`config.mk`:
```
export PLATFORM = sky130hd
export DESIGN_NAME = uart_tx_ctrl
export DESIGN_NICKNAME = d
export VERILOG_FILES = /design/src/rtl/uart_tx_ctrl.sv
export SDC_FILE = /design/constraint.sdc
export NUM_CORES = 1
export LEC_CHECK = 0
export ABC_AREA = 1
export CAP_MARGIN = 30
export CORE_ASPECT_RATIO = 0.75
export CORE_MARGIN = 2
export CORE_UTILIZATION = 34
export CTS_CLUSTER_DIAMETER = 80
export DETAILED_ROUTE_END_ITERATION = 8
export GPL_ROUTABILITY_DRIVEN = 0
export PLACE_DENSITY = 0.71
export SYNTH_ARGS = -nofsm -noshare
export SYNTH_HDL_FRONTEND = slang
export SYNTH_SLANG_ARGS = --single-unit
```
`constraint.sdc`:
```
create_clock -name CLK -period 2.3 [get_ports CLK]
set_input_delay 0.46 -clock CLK [delete_from_list [all_inputs] [get_ports CLK]]
set_output_delay 0.46 -clock CLK [all_outputs]
set_load 0.01 [all_outputs]
```
`src/rtl/uart_tx_ctrl.sv`:
```
// UART transmit frame controller: sequences an external serializer and muxes
// start, data, parity and stop bits onto TX_OUT (one bit per CLK cycle).
module uart_tx_ctrl #(
  parameter int DATA_WIDTH = 8
) (
  input  logic                  CLK,
  input  logic                  RST,
  input  logic [DATA_WIDTH-1:0] P_DATA,
  input  logic                  DATA_VALID,
  input  logic                  PAR_EN,
  input  logic                  PAR_TYP,
  input  logic                  ser_data,
  input  logic                  ser_done,
  output logic                  ser_load,
  output logic                  ser_en,
  output logic                  TX_OUT,
  output logic                  Busy,
  output logic                  frame_err,
  output logic [2:0]            fsm_state
);

  typedef enum logic [2:0] {
    IDLE   = 3'd0,
    START  = 3'd1,
    DATA   = 3'd2,
    PARITY = 3'd3,
    STOP   = 3'd4
  } state_t;

  localparam int CW = $clog2(DATA_WIDTH + 2);

  state_t          state;
  logic [CW-1:0]   tmo_cnt;
  logic            data_par;
  logic            par_en_q;
  logic            par_typ_q;
  logic            accept;

  // Handshake: a frame is taken whenever DATA_VALID is high in IDLE or STOP;
  // there is no back-pressure signal, ser_load is the one-cycle accept strobe.
  assign accept    = DATA_VALID && !RST && (state == IDLE || state == STOP);
  assign ser_load  = accept;
  assign ser_en    = (state == START) || (state == DATA && !ser_done);
  assign Busy      = (state != IDLE);
  assign fsm_state = state;

  always_comb begin
    TX_OUT = 1'b1;
    case (state)
      START:   TX_OUT = 1'b0;
      DATA:    TX_OUT = ser_data;
      PARITY:  TX_OUT = data_par ^ par_typ_q;
      default: TX_OUT = 1'b1;
    endcase
  end

  always_ff @(posedge CLK) begin
    if (RST) begin
      state     <= IDLE;
      tmo_cnt   <= '0;
      data_par  <= 1'b0;
      par_en_q  <= 1'b0;
      par_typ_q <= 1'b0;
      frame_err <= 1'b0;
    end else if (accept) begin
      par_en_q  <= PAR_EN;
      par_typ_q <= PAR_TYP;
      data_par  <= ^P_DATA;
      frame_err <= 1'b0;
      state     <= START;
    end else begin
      case (state)
        IDLE:  state <= IDLE;
        START: begin
          tmo_cnt <= '0;
          state   <= DATA;
        end
        DATA: begin
          tmo_cnt <= tmo_cnt + 1'b1;
          if (ser_done) begin
            state <= par_en_q ? PARITY : STOP;
          end else if (tmo_cnt == CW'(DATA_WIDTH)) begin
            // Serializer never signalled its last bit: close the frame anyway.
            frame_err <= 1'b1;
            state     <= STOP;
          end
        end
        PARITY:  state <= STOP;
        STOP:    state <= IDLE;
        default: state <= IDLE;
      endcase
    end
  end

endmodule

```
# After elaboration in Yosys (flattened, before gate mapping)
# Index checks and enable logic that the tools add are counted.
[totals]
ff_bits = 11
inputBits = 15
out_inout_bits = 8
elab_cells = 39
[classes]
n_addsub = 1
n_eq_ne = 7
n_mux = 7
n_bitwise = 3
reduce_logical = 14
[op_table]
columns = ["operator", "count"]
rows = [
  ["$mux 3", 3],
  ["$pmux 3 s3", 1],
  ["$pmux 4 s2", 1],
  ["$reduce_xor 8->1", 1],
  ["$eq 3x2->1 const B", 2],
  ["$add 4x1->4 const B", 1],
  ["$eq 4x4->1 const B", 1],
  ["$ne 4x3->1 const B", 1],
  ["$eq 3x1->1 const B", 1],
  ["$eq 3x3->1 const B", 1],
  ["$logic_and 1x1->1", 3],
  ["$logic_not 3->1", 1],
  ["$ne 3x2->1 const B", 1],
  ["$pmux 1 s3", 1],
  ["$reduce_and 3->1", 1],
  ["$reduce_bool 3->1", 1],
  ["$logic_not 1->1", 2],
  ["$logic_or 1x1->1", 2],
  ["$not 1->1", 2],
  ["$reduce_and 2->1", 1],
  ["$reduce_bool 2->1", 1],
  ["$reduce_or 2->1", 1],
  ["$mux 1", 1],
  ["$xor 1x1->1", 1],
]

# Longest topological paths before layout
[depth]
depth_word = 5
depth_mapped = 8
ltp_nobuf = 8

# Least setup slack after synthesis
# OpenSTA, ideal clock, no wires.
[synth_timing]
kind = "register to output"
start = "register state[1] (netlist: fsm_state[1])"
end = "output port TX_OUT"
arrival_ns = 0.857
required_time_ns = 1.840
path_slack_ns = 0.983
stages_incl_launch_ff = 5
n_path_buf = 0
cell_sequence = "dfxtp_1 > nand2_2 > inv_1 > o21ai_1 > o21ai_1"
[synth_between]
elab_chain_len = 2
elab_cells_between_ends = 4
classes_between = "eq/ne: 3; mux: 1"
[synth_rtl]
columns = ["item", "line_no", "source"]
rows = [
  ["from (decl)", "32", "state_t state;"],
  ["from (signal assigned)", "81", "state <= par_en_q ? PARITY : STOP;"],
  ["$eq 3x2->1 or $eq 3x1->1 (tied branches)", "49", "case (state)"],
  ["$pmux 1 s3 (*)", "49", ""],
  ["to (decl)", "16", "output logic TX_OUT,"],
]
# Mark *: on every way between the ends. The rest lies on a longest branch, timed or not.

# Final worst setup path
[layout_timing]
start = "input port DATA_VALID"
end = "output port ser_load"
[layout_between]
elab_chain_len = 2
[layout_rtl]
columns = ["item", "line_no", "source"]
rows = [
  ["from (decl)", "9", "input logic DATA_VALID,"],
  ["$logic_and 1x1->1 (2 in a row)", "41", "assign accept = DATA_VALID && !RST && (state == IDLE || state == STOP);"],
  ["to (decl)", "14", "output logic ser_load,"],
]
# No other way between the ends.

==> results_dict.tcl <==
set metrics [dict create \
    min_period_ns 2.19 \
    cap_violations 0 \
    rows 14 \
    maxSlewViolCount 0 \
    cts_made_buffers 3 \
    period_share 0.953 \
    syn_to_final_growth_pct 38.0 \
    maxSlewHeadroom 0.822 \
    tightest_slew_ns 0.267 \
    worstPathRequired_ns 1.84 \
    path_clk_slew_ns 0.07 \
    drive_above_1_share 0.105 \
    core_um2 2050 \
    via_per_inst 4.55 \
    cts.repair.resized 0 \
    cellLeakagePower_nw 0.519 \
    fin_tns_setup_ns 0 \
    netlist_instances 125 \
    crit_path_max_fanout 6 \
    pwr_density_cell_nw_per_um2 444 \
    final_net_count 170 \
    whs_ns 0.487 \
    max-vdd-ir-drop_mv 0.244 \
    cp.arrival_ns 1.73 \
    setup_viol 0 \
    ys_ff_latch 11 \
    cpMostUsedCell "clkdlybuf4s50_1" \
    grt_max_degree 8 \
    start_util 0.365 \
    hold_path.class "reg -> reg" \
    cp_slowest_cell "clkdlybuf4s50_1" \
    insertion_delay_ns 0.27 \
    total_power_mw 0.459 \
    die_h_um 44.6 \
    drc 0 \
    yosysSeqAreaShare 0.294 \
    clkSinkCount 11 \
    final_antenna_net_count 0 \
    grt_pass1_wl_um 2930 \
    port_buffers 22 \
    max_clock_freq_mhz 456 \
    nFillCells 221 \
    cpLargestDelayFamily "buffers and inverters" \
    regArea_um2 220 \
    vias 800 \
    cts-root-buf "clkbuf_4" \
    cts.path.max_buffers 2 \
    syn_nets 142 \
    design_area_um2 1030 \
    cp_slowest_stage_delay_ns 0.55 \
    path_buf_inv 2 \
    die_w_um 58.2 \
    num_io_pins 23 \
    hold_buffers 0 \
    wl_per_cell_um 9.20 \
    placed_cell_area_um2 1010 \
    post_cts_buffers 0 \
    path_class "in -> out" \
    skew_ns 0.00478 \
    antenna_cells 0 \
    drtPass1Iterations 4 \
    grt_use_total 0.148 \
    syn_area_um2 748 \
    avgSynthCellArea_um2 5.99 \
    rsz0062_at_grt "no" \
    dp_hpwl_um 1370 \
    multi_input_area_um2 450 \
    wirelength_um 1620 \
    finalHoldViolCount 0 \
    cts_tree "yes" \
    grt_overflow 0 \
    dieArea_um2 2600 \
    antenna_found_initial 0 \
    synth.distinct_cells 19 \
    drt_iter0_drc 22 \
    grt_pass1_vias 775 \
    crit_chain "clkdlybuf4s50_1 > nand2_4 > nor2_4 > clkdlybuf4s50_1" \
    yosys_warnings 0 \
    endpoint_kind "primary output" \
    h-tree-depth 1 \
    outcome "finished, final reports clean" \
    start_kind "primary input" \
]
final timing paths:
path | start | to | slack (ns) | cells past startpoint
worst max-delay path | DATA_VALID | ser_load | 0.11 | 4
worst min-delay path | data_par | data_par | 0.49 | 2
worst max register to register | fsm_state[1] | tmo_cnt[2] | 1.19 | 6
worst min register to register | data_par | data_par | 0.49 | 2
per-layer routing:
metal,GRT usage,part of all wire,vias to the layer above
li1,-,-,438
met1,0.169,0.47,343
met2,0.264,0.48,17
met3,0.0439,0.036,2
met4,0.0558,0.0086,0
met5,0,0,-
layout make-up:
class	count	area share
clock buffer	4	0.0255
inverter	20	0.0752
multi-input combinational	94	0.436
sequential	11	0.213
tap	24	0.0291
timing repair buffer	23	0.221
stage by stage:
step	worst slack, ns	cells	util
floorplan	0.983	125	-
global placement	0.106	172	0.491
detailed placement	0.104	172	0.491
CTS	0.0966	176	0.504
global route	0.0546	176	0.504
finish	0.109	176	0.504
power by group:
group | leakage (nW) | internal [mW] | switching (mW) | total, mW
clock | 0.0150 | 0.0672 | 0.0674 | 0.135
sequential | 0.0896 | 0.198 | 0.00776 | 0.206
combinational | 0.414 | 0.0592 | 0.0594 | 0.119
state kept, by name, summed over array words and instances (netlist names):
| register | flops |
|---|---|
| par_en_q | 1 |
| par_typ_q | 1 |
| tmo_cnt | 4 |
| fsm_state | 3 |
| data_par | 1 |
| frame_err | 1 |
placed cells by master, fill, tap and decap left out, drive strengths merged:
cell type	n
buf	1
o21ai	5
a31oi	1
nor3	1
inv	20
clkdlybuf4s50	22
a21oi	5
nand3	10
clkbuf	4
nor2	12
dfxtp	11
ha	2
xor2	1
nand2	57
synth_stat cells:
master / n / area, um2
a21oi_1: 3 / 15.0
a21oi_2: 2 / 17.5
a31oi_1: 1 / 6.26
dfxtp_1: 11 / 220
ha_1: 2 / 25.0
inv_1: 19 / 71.3
inv_4: 1 / 6.26
nand2_1: 53 / 199
nand2_2: 3 / 18.8
nand2_4: 1 / 11.3
nand3_1: 10 / 50.1
nor2_1: 8 / 30.0
nor2_2: 2 / 12.5
nor2_4: 2 / 22.5
nor3_1: 1 / 5.00
o21ai_0: 2 / 10.0
o21ai_1: 2 / 10.0
o21ai_2: 1 / 8.76
xor2_1: 1 / 8.76
logic make-up after synthesis:
family	count (synthesis)	synth area share
compound gates	11	0.0903
simple gates	80	0.467
fa+ha+maj	2	0.0334
buf+inv	20	0.104
flops	11	0.294
xor+xnor	1	0.0117
tightest hold or removal path, cell delays in order (launching register included):
cell and delay (ns):
dfxtp_1 0.32, nand3_1 0.08, nand2_1 0.05
Note: power is estimated with default switching activity, not from simulation.
